**config.mk**
```make
export PLATFORM = sky130hd
export DESIGN_NAME = fifo_rd_packer
export DESIGN_NICKNAME = d
export VERILOG_FILES = /design/src/rtl/fifo_pkg.sv /design/src/rtl/fifo_rd_packer.sv
export SDC_FILE = /design/constraint.sdc
export NUM_CORES = 1
export LEC_CHECK = 0
export ABC_AREA = 0
export BUFFER_PORTS_ARGS = -buffer_cell sky130_fd_sc_hd__buf_2
export CAP_MARGIN = 20
export CORE_UTILIZATION = 57
export CTS_BUF_LIST = sky130_fd_sc_hd__clkbuf_16
export DETAILED_ROUTE_END_ITERATION = 6
export PLACE_DENSITY_LB_ADDON = 0.08
export SYNTH_ARGS = -nofsm -noshare
export SYNTH_HDL_FRONTEND = slang
export SYNTH_SLANG_ARGS = --single-unit
```
**constraint.sdc**
```tcl
create_clock -name rclk -period 4.3 [get_ports rclk]
set_clock_uncertainty 0.05 [all_clocks]
set_input_delay 0.86 -clock rclk [delete_from_list [all_inputs] [get_ports rclk]]
set_output_delay 0.86 -clock rclk [all_outputs]
set_load 0.005 [all_outputs]
```
**src/rtl/fifo_pkg.sv**
```systemverilog
// ============================================================================
// Module   : fifo_pkg
// Purpose  : Shared FSM state encoding and parameter defaults for the packer.
// Revision : 1.0 - initial release
// ============================================================================
`default_nettype none

package fifo_pkg;

   typedef enum logic [0:0] {
      FILL = 1'b0,
      OUT  = 1'b1
   } state_t;

   localparam int WORD_BYTES_DEF = 4;
   localparam int CNT_W_DEF      = 16;

endpackage : fifo_pkg

`default_nettype wire

```
**src/rtl/fifo_rd_packer.sv**
```systemverilog
// ============================================================================
// Module   : fifo_rd_packer
// Purpose  : Pops bytes from a FWFT FIFO and packs them little-endian into
//            WORD_BYTES-wide words with valid/ready output and flush support.
// Revision : 1.0 - initial release
// ============================================================================
`default_nettype none

module fifo_rd_packer
   import fifo_pkg::*;
#(
   parameter int WORD_BYTES = WORD_BYTES_DEF,
   parameter int CNT_W      = CNT_W_DEF
) (
   input  logic                    rclk,
   input  logic                    rrst_n,
   input  logic                    rempty,
   input  logic [7:0]              rdata,
   output logic                    rinc,
   input  logic                    flush,
   output logic                    out_valid,
   input  logic                    out_ready,
   output logic [8*WORD_BYTES-1:0] out_data,
   output logic [2:0]              out_bytes,
   output logic [CNT_W-1:0]        word_cnt
);

   localparam int                BC_W   = $clog2(WORD_BYTES + 1);
   localparam logic [BC_W-1:0]   c_LAST = BC_W'(WORD_BYTES - 1);

   state_t                  r_state;
   logic [BC_W-1:0]         r_cnt;
   logic [8*WORD_BYTES-1:0] r_data;
   logic [2:0]              r_bytes;
   logic                    r_valid;
   logic [CNT_W-1:0]        r_wcnt;

   logic                    w_pop;

   // Pop is combinational so the head byte is consumed on the same edge it is stored.
   assign w_pop = rrst_n & ~rempty &
                  ((r_state == FILL) | ((r_state == OUT) & out_ready));

   assign rinc      = w_pop;
   assign out_valid = r_valid;
   assign out_data  = r_data;
   assign out_bytes = r_bytes;
   assign word_cnt  = r_wcnt;

   always_ff @(posedge rclk or negedge rrst_n) begin
      if (!rrst_n) begin
         r_state <= FILL;
         r_cnt   <= '0;
         r_data  <= '0;
         r_bytes <= '0;
         r_valid <= 1'b0;
         r_wcnt  <= '0;
      end else begin
         case (r_state)
            FILL: begin
               if (w_pop) begin
                  for (int k = 0; k < WORD_BYTES; k++) begin
                     if (r_cnt == BC_W'(k)) r_data[8*k +: 8] <= rdata;
                  end
                  if ((r_cnt == c_LAST) || flush) begin
                     r_state <= OUT;
                     r_valid <= 1'b1;
                     r_bytes <= 3'(r_cnt + 1'b1);
                     r_cnt   <= '0;
                  end else begin
                     r_cnt   <= r_cnt + 1'b1;
                  end
               end else if (flush && (r_cnt != '0)) begin
                  r_state <= OUT;
                  r_valid <= 1'b1;
                  r_bytes <= 3'(r_cnt);
                  r_cnt   <= '0;
               end
            end
            OUT: begin
               if (out_ready) begin
                  r_wcnt <= r_wcnt + 1'b1;
                  // Upper lanes start cleared so a later flush leaves them zero.
                  r_data <= '0;
                  if (w_pop) begin
                     r_data[7:0] <= rdata;
                     if (WORD_BYTES == 1) begin
                        r_bytes <= 3'd1;
                     end else begin
                        r_state <= FILL;
                        r_valid <= 1'b0;
                        r_bytes <= '0;
                        r_cnt   <= BC_W'(1);
                     end
                  end else begin
                     r_state <= FILL;
                     r_valid <= 1'b0;
                     r_bytes <= '0;
                     r_cnt   <= '0;
                  end
               end
            end
         endcase
      end
   end

endmodule : fifo_rd_packer

`default_nettype wire

```
== Yosys cells after proc, flatten, opt, wreduce, memory -nomap -nowiden ==
Index checks and enable logic that the tools add are counted.
Storage, ports and cells
  logic and storage cells: 68
  bits in registers: 56
  input port bits: 13
  output and inout bits: 53
Cells by class
  reduce and logical (&&, ||, !) cells: 11
  bitwise operators: 6
  muxes and demuxes: 29
  add/subtract/negate cells: 2
  eq/ne operators: 11
Operator list (count)
  32-bit two-way mux: 2
  32-bit one-hot mux with 2 select lines: 1
  8-bit two-way mux: 5
  3-bit two-way mux: 8
  16-bit by 1-bit adder with 16-bit output (second input constant): 1
  3-bit AND reduction: 5
  3-bit one-hot mux with 2 select lines: 2
  1-bit two-way mux: 9
  2-bit by 1-bit != test with 1-bit output (second input constant): 4
  3-bit by 2-bit equality test with 1-bit output (second input constant): 2
  3-bit by 2-bit != test with 1-bit output (second input constant): 2
  2-bit != test (second input constant): 2
  1-bit one-hot mux with 2 select lines: 2
  2-bit AND reduction: 2
  3-bit by 1-bit adder with 3-bit output (second input constant): 1
  1-bit bitwise AND: 3
  3-bit by 1-bit equality test with 1-bit output (second input constant): 1
  3-bit zero test: 1
  3-bit nonzero test: 1
  1-bit NOT: 2
  1-bit logical AND: 1
  1-bit logical OR: 1
  1-bit bitwise OR: 1

== Logic depth before layout (Yosys ltp) ==
Gate-level depths: netlist of the first run.
  depth in word-level cells: 6
  depth in mapped cells: 7

== Least setup slack after synthesis of the first run ==
No wires, ideal clock.
  kind: input port to output port
  from: input port out_ready
  to: output port rinc
  cell stages on the path: 3
  buffers on the path: 1
  arrival time: 1367 ps
  setup slack: 2023 ps
  path through: buf_2 -> nor2b_1 -> nor2_1
On the way
  word-level cells in the longest chain between the ends: 3
RTL lines
  start: declaration: RTL line fifo_rd_packer.sv:22  | input logic out_ready,
  1-bit bitwise AND: RTL line fifo_rd_packer.sv:42  | ((r_state == FILL) | ((r_state == OUT) & out_ready));
  1-bit bitwise OR: RTL line fifo_rd_packer.sv:42
  1-bit bitwise AND: RTL line fifo_rd_packer.sv:41  | assign w_pop = rrst_n & ~rempty &
  end: declaration: RTL line fifo_rd_packer.sv:19  | output logic rinc,
Every way passes these cells.

== Final worst setup path of the first run ==
  from: register r_state
  to: output port rinc
On the way
  word-level cells in the longest chain between the ends: 3
  elaborated cells between the ends (all ways): 4
  those cells by class: 4 x bitwise
RTL lines
  start: declaration: RTL line fifo_rd_packer.sv:31  | state_t r_state;
  start signal: assignment: RTL line fifo_rd_packer.sv:52  | r_state <= FILL;
  start signal: assignment: RTL line fifo_rd_packer.sv:66  | r_state <= OUT;
  start signal: assignment: RTL line fifo_rd_packer.sv:74  | r_state <= OUT;
  1-bit bitwise AND / 1-bit NOT (equally long branches)
  1-bit bitwise OR (*): RTL line fifo_rd_packer.sv:42
  1-bit bitwise AND (*): RTL line fifo_rd_packer.sv:41
Every way passes the cells marked *; elsewhere a longest branch is shown, timed or not.

==> reports/results.tsv, run 1 <==
metric	value	unit
die_area	4900	sq um
cts_tree	done	
max_cap_viol_count	0	
finalHoldViolations	0	
io_pins	66	
antenna_found_initial	0	
synth_top_flop_cell	dfrtp_1	
h-tree-depth	2	
start_util	60.1	%
vias_per_cell	5.29	
combPwrFrac	27.5	%
die_h	70.0	microns
crit_chain	nor2b_1, nor2_1, buf_2	
core_area	4380	sq um
min_period	2.79	ns
cts-hold-fix-buffers	0	
yosysWarnings	0	
ant_nets	0	
p_leak	1.62	nW
slew_violations	0	
cts_buffer_depth	2	
slowest_stage	dfrtp_1	
worst_pin_slew	0.915	ns
p_per_area	525	nW/um^2
ys_seq_area_share	53.2	%
clk_latency	0.28	ns
grt_start_max_net_pins	58	
synth_edf_count	0	
net-switching-power	0.547	mW
fmax	358	MHz
cts_setup_buffers	0	
syn_inst	253	
portBuffers	65	
synth-seq-cells	56	
final_layout_size_suffix_gt1_share	25.6	%
grt_overflow	0	
worstSetupStartpointType	flop	
synth_nets	272	
end_kind	primary output	
avgSynthCellArea	10.4	sq um
rsz0062_at_grt	no	
hpwl	3630	microns
layout.nets	334	
path_class	flop to primary output	
path_clk_slew	0.07	ns
post_cts_resized	0	
final_cells	368	
ys_async_sr_fraction	100	%
pwr-share-clk	24.0	%
syn2layout_area_growth	17.3	%
fillerInstances	342	
clockRootBuffer	clkbuf_16	
syn-cell-area	2630	sq um
fin_util	70.5	%
switching_share	33.7	%
drcViolationCount	0	
post-route-period-util	64.9	%
p_int	1.07	mW
crit_arrival	1.88	ns
die_w	70.0	microns
tns	0	ns
clock-sinks	56	
place_congestion	0.744	
first_global_vias	1798	
route.detailed.wl_per_inst	14.2	microns
p_seq_share	48.5	%
diodes	0	
cp.required	3.39	ns
grt_pass1_wl	8650	microns
via_count	1945	
r2r.worst_path.cells	4	
ir_drop	311	uV
hold_class	flop to flop	
whs_path_depth	1	
cp_slowest_stage_delay	0.95	ns
slew_headroom	39.0	%
status	finished, final reports clean	
finalSetupViolCount	0	
routed_wirelength	5220	microns
numCtsBuffers	5	
drt_first_iter_violations	129	
crit_fanout	24	
yosysUniqueCellTypes	35	
grt_use_total	22.7	%
rows	24	
first_pass_iters	4	
placedCellCount	360	
[path summary, 6_finish.rpt]
| check | from | end | slack (ns) |
|---|---|---|---|
| max | r_state | rinc | 1.51 |
| min | word_cnt[15] | word_cnt[15] | 0.43 |
| max reg2reg | r_state | word_cnt[15] | 1.61 |
| min reg2reg | word_cnt[15] | word_cnt[15] | 0.43 |
| max in group asynchronous | rrst_n | out_data[5] | 3.01 |
| min in group asynchronous | rrst_n | word_cnt[7] | 0.72 |
[flip-flops by register name, indices dropped and copies added, names as in the netlist]
| name | flops |
|---|---|
| r_cnt | 3 |
| out_valid | 1 |
| r_state | 1 |
| out_bytes | 3 |
| out_data | 32 |
| word_cnt | 16 |
[synth_stat cells (2+ instances only)]
library cell | count | area, sq um
dfrtp_1 | 56 | 1400
nand2_1 | 42 | 158
o21ai_0 | 32 | 160
inv_1 | 22 | 82.6
nand3_1 | 13 | 65.1
xnor2_1 | 12 | 105
a211oi_1 | 9 | 67.6
a21o_1 | 8 | 60.1
nor2_1 | 7 | 26.3
buf_2 | 6 | 30.0
ha_1 | 6 | 75.1
mux2i_1 | 6 | 60.1
buf_6 | 4 | 45.0
nand4_1 | 4 | 25.0
xor2_1 | 4 | 35.0
and3_1 | 2 | 12.5
nor4b_4 | 2 | 47.6
[metal layers]
metal,routed length (microns),GRT usage (%),vias up
met1,2520,33.4,907
li1,-,-,973
met5,0,0,-
met4,48,6.44,0
met2,2360,34.4,58
met3,281,4.62,7
[stage by stage]
step,power (mW),worst slack (ns),hold WS [ns],cell area [sq um]
global placement,1.23,1.69,0.416,2950
finish,1.62,1.51,0.429,3090
floorplan,1.07,2.02,0.418,2630
detailed placement,1.25,1.63,0.422,2950
global route,1.73,1.35,0.454,3090
CTS,1.64,1.48,0.431,3090
[cell type report]
cell class / count / area, sq um / share of cell area [%]
multi-input cells: 164 / 1070 / 34.5
clock buffers: 5 / 125 / 4.05
clock inverters: 3 / 16.3 / 0.526
well taps: 52 / 65.1 / 2.11
inverters: 22 / 82.6 / 2.67
flip-flops and latches: 56 / 1400 / 45.3
repair buffers: 66 / 333 / 10.8
[critical path, delay by kind of cell, from the launching register on]
family / cells / cell delay, ns
AND/OR/NAND/NOR: 2 / 0.51
flip-flops: 1 / 0.95
buffers and inverters: 1 / 0.14
[cell usage in the layout, fill, tap and decap left out, types with 2 or more instances in the layout]
cell and n:
dfrtp_1 56, nor2_1 7, inv_1 24, nand2_1 42
xnor2_1 12, a21o_1 8, ha_1 6, nand3_1 13
o21ai_0 32, a211oi_1 9, nand4_1 4, xor2_1 4
clkbuf_16 5, and3_1 2, mux2i_1 6, buf_2 65
nor4b_4 2
[cell families (layout without fill, tap and decap cells)]
group / Yosys count / in the layout / synth area share (%)
flops: 56 / 56 / 53.2
compound gates: 56 / 56 / 13.5
simple gates: 79 / 79 / 16.1
fa+ha+maj: 6 / 6 / 2.85
buf+inv: 33 / 96 / 6.27
xor+xnor: 16 / 16 / 5.32
mux: 7 / 7 / 2.71
[power by group through the flow]
| stage | logic (mW) | clock network, mW | registers (mW) |
|---|---|---|---|
| floorplan | 0.312 | 0 | 0.761 |
| global placement | 0.439 | 0 | 0.793 |
| detailed placement | 0.449 | 0 | 0.797 |
| CTS | 0.455 | 0.397 | 0.788 |
| global route | 0.506 | 0.417 | 0.808 |
| finish | 0.446 | 0.389 | 0.787 |
No activity file was read; power rests on OpenSTA's default activity.
==> run 2, diff against run 1 <==
Settings changed: ABC_AREA 0 to 1, CORE_UTILIZATION 57 to 48.
Clock period 4.3 ns to 2.34 ns, I/O delays scaled along.
==> run 2 against run 1 <==
Against the previous run: core utilization fell by 9.7 points; register-to-register slack got worse by 0.87 ns; count of clock-buffer cells in the layout did not move; critical path depth rose by 1; final cell count rose by 21%; sequential cell count did not move; routed wire length rose by 6.9%; power rose by 81%; die area rose by 18%; worst setup slack got worse by 0.97 ns; hold slack got worse by 0.11 ns; highest routed layer unchanged.
==> reports/results.tsv, run 2 <==
metric	value	unit	change
die_area	5790	sq um	+18%
start_util	50.6	%	-9.5 points
final_layout_size_suffix_gt1_share	22.3	%	-3.4 points
post-route-period-util	76.9	%	
worstSetupStartpointType	flop		
yosysUniqueCellTypes	21		-40%
h-tree-depth	2		unchanged
mostFrequentLayoutCell	nand2_1		
cts-hold-fix-buffers	0		unchanged
whs	0.321	ns	-0.109 ns
p_leak	1.74	nW	+7.5%
io_pins	66		unchanged
synth_top_area_share	53.2	%	unchanged
antenna_found_initial	0		unchanged
first_pass_iters	4		unchanged
switching_share	32.4	%	-1.4 points
combPwrFrac	27.1	%	-0.4 points
drt_first_iter_violations	117		-9.3%
p_per_area	926	nW/um^2	+77%
largest_reg_flops	32		unchanged
ys_seq_area_share	53.2	%	unchanged
r2r-start	r_state		
place_congestion	0.814		+9.4%
first_global_vias	2007		+12%
r2r.worst_path.cells	4		unchanged
slew_violations	0		unchanged
path_clk_slew	0.07	ns	about the same
slowest_stage	dfrtp_1		
p_int	1.98	mW	+84%
synth_common_cells	nand2_1 (73), dfrtp_1 (56), inv_1 (48), o21ai_0 (40), nand3_1 (23)		
synth_edf_count	0		unchanged
rows	26		+8.3%
placedCellCount	439		+22%
r2r-end	out_data[15]		
via_count	2182		+12%
min_period	1.80	ns	
path_class	flop to primary output		
synth-seq-cells	56		unchanged
die_h	76.1	microns	+8.7%
cts_setup_buffers	0		unchanged
cp_slowest_stage_delay	0.51	ns	-0.44 ns
ir_drop	520	uV	+67%
grt_start_max_net_pins	57		-1.7%
crit_top_cell	nand2_1		
cp.required	1.82	ns	-1.57 ns
clockRootBuffer	clkbuf_16		
core_area	5200	sq um	+19%
final_cell_mix	nand2_1 (73), buf_2 (65), dfrtp_1 (56)		
die_w	76.1	microns	+8.7%
end_kind	primary output		
crit_chain	nand2_1, nand2_1, inv_1, buf_2		
slew_headroom	53.0	%	+14 points
grt_overflow	0		unchanged
cts_buffer_depth	2		unchanged
vias_per_cell	4.88		-7.6%
finalSetupViolCount	0		unchanged
syn_inst	309		+22%
route.detailed.wl_per_inst	12.5	microns	-12%
clk_latency	0.29	ns	about the same
yosysWarnings	0		unchanged
numCtsBuffers	5		unchanged
cts_tree	done		
synth_top_area_cell	dfrtp_1		
ant_nets	0		unchanged
net-switching-power	0.949	mW	+73%
layout.nets	395		+18%
fillerInstances	507		+48%
crit_arrival	1.28	ns	-0.60 ns
p_seq_share	48.1	%	-0.4 points
hold_class	input port to asynchronous set/reset pin		
synth_nets	328		+21%
synth.area.top_cells	dfrtp_1 (53%), nand2_1 (10%), o21ai_0 (7.6%)		
avgSynthCellArea	8.52	sq um	-18%
finalHoldViolations	0		unchanged
post_cts_resized	0		unchanged
diodes	0		unchanged
portBuffers	65		unchanged
drcViolationCount	0		unchanged
post-synth-top-count-cell	nand2_1		
synth_top_flop_cell	dfrtp_1		
pwr-share-clk	24.8	%	+0.8 points
ys_async_sr_fraction	100	%	unchanged
clock-sinks	56		unchanged
hpwl	3990	microns	+9.9%
syn-cell-area	2630	sq um	unchanged
crit_fanout	9		-63%
routed_wirelength	5580	microns	+6.9%
tns	0	ns	unchanged
max_cap_viol_count	0		unchanged
status	finished, final reports clean		
rsz0062_at_grt	no		
final_cells	447		+21%
syn2layout_area_growth	20.1	%	
grt_pass1_wl	9580	microns	+11%
fmax	556	MHz	
reg2reg_slack	0.74	ns	-0.87 ns
grt_use_total	20.9	%	-1.9 points
worst_pin_slew	0.705	ns	-0.210 ns
==> run 2: layout make-up <==
type	count	area [sq um]	area share (%)
Tap cell	70	87.6	2.77
Multi-Input combinational cell	196	996	31.5
Sequential cell	56	1400	44.3
Timing Repair Buffer	69	355	11.2
Clock inverter	3	18.8	0.593
Inverter	48	180	5.69
Clock buffer	5	125	3.95
==> run 2: per-layer routing <==
metal  vias up  part of all wire [%]  global-route usage (%)
met4         0                  0.79                    6.15
met1      1022                    51                    30.0
met2        46                    44                    32.4
met3         5                   3.7                    3.71
li1       1109                     -                       -
met5         -                     0                       0
==> run 2: kinds of logic (layout without fill, tap and decap cells) <==
kind of cell	count (synthesis)	after routing	synth area share [%]
adders and majority gates	6	6	2.85
DFF	56	56	53.2
buffers and inverters	57	125	8.98
muxes	1	1	0.428
xor gates and xnor gates	10	10	3.33
AOI/OAI and AO/OA	51	51	10.5
and+or+nand+nor	128	128	20.7
==> run 2: how the worst max path moves through the flow <==
stage / endpoint / slack, ns / cells past startpoint / from
global route: rinc / 0.47 / 4 / r_state
detailed placement: out_data[15] / 0.59 / 7 / rempty
floorplan: rinc / 0.85 / 5 / rrst_n
CTS: rinc / 0.55 / 4 / r_state
global placement: out_data[12] / 0.65 / 7 / rempty
finish: rinc / 0.54 / 4 / r_state
==> run 2: power groups by stage <==
stage | registers, mW | clock network (mW) | logic [mW]
floorplan | 1.43 | 0 | 0.425
global placement | 1.43 | 0 | 0.786
detailed placement | 1.43 | 0 | 0.803
CTS | 1.41 | 0.754 | 0.808
global route | 1.45 | 0.788 | 0.922
finish | 1.41 | 0.728 | 0.793
==> run 2: worst max-delay path, delay by kind of cell (launching register included) <==
| family | cells | cell delay [ns] |
|---|---|---|
| buf+inv | 2 | 0.20 |
| flops | 1 | 0.51 |
| simple gates | 2 | 0.29 |
==> run 2: metrics by stage <==
stage	total power [mW]	utilization, %	setup WS [ns]	area (sq um)
4_1_cts	2.97	60.8	0.545	3160
3_5_place_dp	2.23	58.0	0.595	3020
2_1_floorplan	1.85	-	0.850	2630
6_report	2.93	60.8	0.541	3160
3_3_place_gp	2.21	58.0	0.648	3020
5_1_grt	3.16	60.8	0.474	3160
==> run 3, diff against run 2 <==
Settings changed: ABC_AREA 1 to 0.
Clock period 2.34 ns to 1.5 ns, I/O delays scaled along.
==> run 3 against run 2 <==
Against the previous run: the flow now finishes with violations (negative setup slack); die area did not move; sequential cell count did not move; worst setup slack got worse by 0.62 ns; combinational power rose to 2.7 times the previous value; final area rose by 13%; critical endpoint is now out_bytes[2].
==> reports/results.tsv, run 3 (synthesis results as in run 1) <==
metric	value	unit	change
status	complete, but fails checks		
violations	negative setup slack		
route.detailed.wl_per_inst	14.5	microns	+16%
numCtsBuffers	5		unchanged
p_leak	1.85	nW	+6.2%
worstSetupStartpointType	flop		
r2r.worst_path.cells	6		+2
slew_violations	0		unchanged
worst_pin_slew	0.557	ns	-0.148 ns
core_area	5200	sq um	unchanged
slew_headroom	62.9	%	+9.9 points
met2_usage	38.1	%	+5.7 points
top_usage_layer	met2		
die_h	76.1	microns	unchanged
largest_reg_flops	32		unchanged
grt_pass1_wl	10600	microns	+11%
rows	26		unchanged
min_period	1.58	ns	
start_util	50.6	%	unchanged
use_met1	31.9	%	+1.9 points
place_congestion	0.769		-5.6%
cp.required	1.63	ns	-0.19 ns
vias_per_cell	5.09		+4.3%
final_cells	425		-4.9%
drcViolationCount	0		unchanged
final_area	3560	sq um	+13%
crit_fanout	5		-4
path_class	flop to flop		
drt_first_iter_violations	94		-20%
placed_cell_area	3250	sq um	+7.7%
r2r-end	out_bytes[2]		
ir_drop	948	uV	+82%
grt_overflow	0		unchanged
routed_wirelength	6160	microns	+10%
finalSetupViolCount	8		+8
clk_latency	0.29	ns	about the same
rsz0062_at_grt	yes		
path_clk_slew	0.07	ns	about the same
tns	-0.347	ns	-0.347 ns
placedCellCount	405		-7.7%
end_kind	flop		
clockRootBuffer	clkbuf_16		
post-route-period-util	106	%	
first_pass_iters	5		+1
slowest_stage	dfrtp_1		
diodes	0		unchanged
setup_ws	-0.0831	ns	-0.624 ns
whs	0.130	ns	-0.191 ns
layout.nets	373		-5.6%
cp_slowest_stage_delay	0.43	ns	-0.08 ns
clock-sinks	56		unchanged
cp_num_buf_inv	0		-2
die_w	76.1	microns	unchanged
io_pins	66		unchanged
syn2layout_area_growth	35.2	%	
fin_util	68.4	%	+7.6 points
cts_buffer_depth	2		unchanged
p_per_area	1510	nW/um^2	+63%
antenna_found_initial	0		unchanged
reg2reg_slack	-0.08	ns	-0.82 ns
critPathTopFamily	flip-flops		
final_layout_size_suffix_gt1_share	36.9	%	+15 points
cts_tree	done		
finalHoldViolations	0		unchanged
grt_use_total	23.6	%	+2.7 points
mostFrequentLayoutCell	buf_2		
portBuffers	65		unchanged
hpwl	4290	microns	+7.5%
h-tree-depth	2		unchanged
grt_start_max_net_pins	46		-19%
final_cell_mix	buf_2 (65), dfrtp_1 (55), nand2_1 (42)		
via_count	2164		-0.82%
die_area	5790	sq um	unchanged
crit_chain	ha_2, ha_4, nor2_4, a2bb2oi_4, mux2i_1, o21ai_1		
r2r-start	r_cnt[0]		
fmax	632	MHz	
hold_class	input port to asynchronous set/reset pin		
crit_arrival	1.71	ns	+0.43 ns
max_cap_viol_count	0		unchanged
use_met3	5.15	%	+1.4 points
first_global_vias	2160		+7.6%
ant_nets	0		unchanged
## run 3: changes by cell type in the layout (fill, tap and decap cells not counted), moves of 8 or more
cell      previous run  this run
o21ai_1              0         9
nand2_1             73        42
buf_4                4        31
nand3_1             23        11
a211oi_1             0         9
inv_1               48        21
o21ai_0             40        24
a21oi_1              9         1
nor2_1              22         5
a21o_1               0         8
## run 3: routing by layer
metal | part of all wire [%] | wire (microns)
met1 | 47 | 2900
met2 | 47 | 2900
met3 | 4.3 | 266
met4 | 1.4 | 88
met5 | 0 | 0
## run 3: worst max path at each step
stage	cells past startpoint	to	slack, ns	start
floorplan	6	out_data[21]	-0.02	r_cnt[0]
global placement	7	out_data[7]	-0.05	r_cnt[1]
detailed placement	6	out_bytes[2]	-0.12	r_cnt[1]
CTS	6	out_bytes[2]	-0.10	r_cnt[1]
global route	6	out_bytes[1]	-0.14	r_cnt[0]
finish	6	out_bytes[2]	-0.08	r_cnt[0]
## run 3: layout make-up
type	instances	area, sq um
fill	415	1640
sequential	56	1400
multi-input combinational	164	1160
timing repair buffer	105	684
clock buffer	5	125
tap	70	87.6
inverter	22	82.6
clock inverter	3	17.5
## run 3: what timing repair did
| action | CTS | global route |
|---|---|---|
| gates cloned | 0 | 1 |
| endpoints found under the hold margin | 11 | 0 |
| pin swaps | 2 | 3 |
| setup endpoints to repair | 16 | 44 |
| resized for setup | 5 | 16 |
| hold buffers | 1 | 0 |
| buffers inserted | 2 | 9 |
## run 3: metrics by stage
step	worst slack, ns	power [mW]
5_1_grt	-0.138	5.75
6_report	-0.0831	5.37
3_3_place_gp	-0.0474	3.96
4_1_cts	-0.102	5.22
2_1_floorplan	-0.0193	3.16
3_5_place_dp	-0.117	4.00
## run 3: where the power goes
part | internal [mW] | switching, mW | leakage [nW]
clock | 0.617 | 0.530 | 0.0716
sequential | 1.88 | 0.230 | 0.753
combinational | 1.06 | 1.05 | 1.02
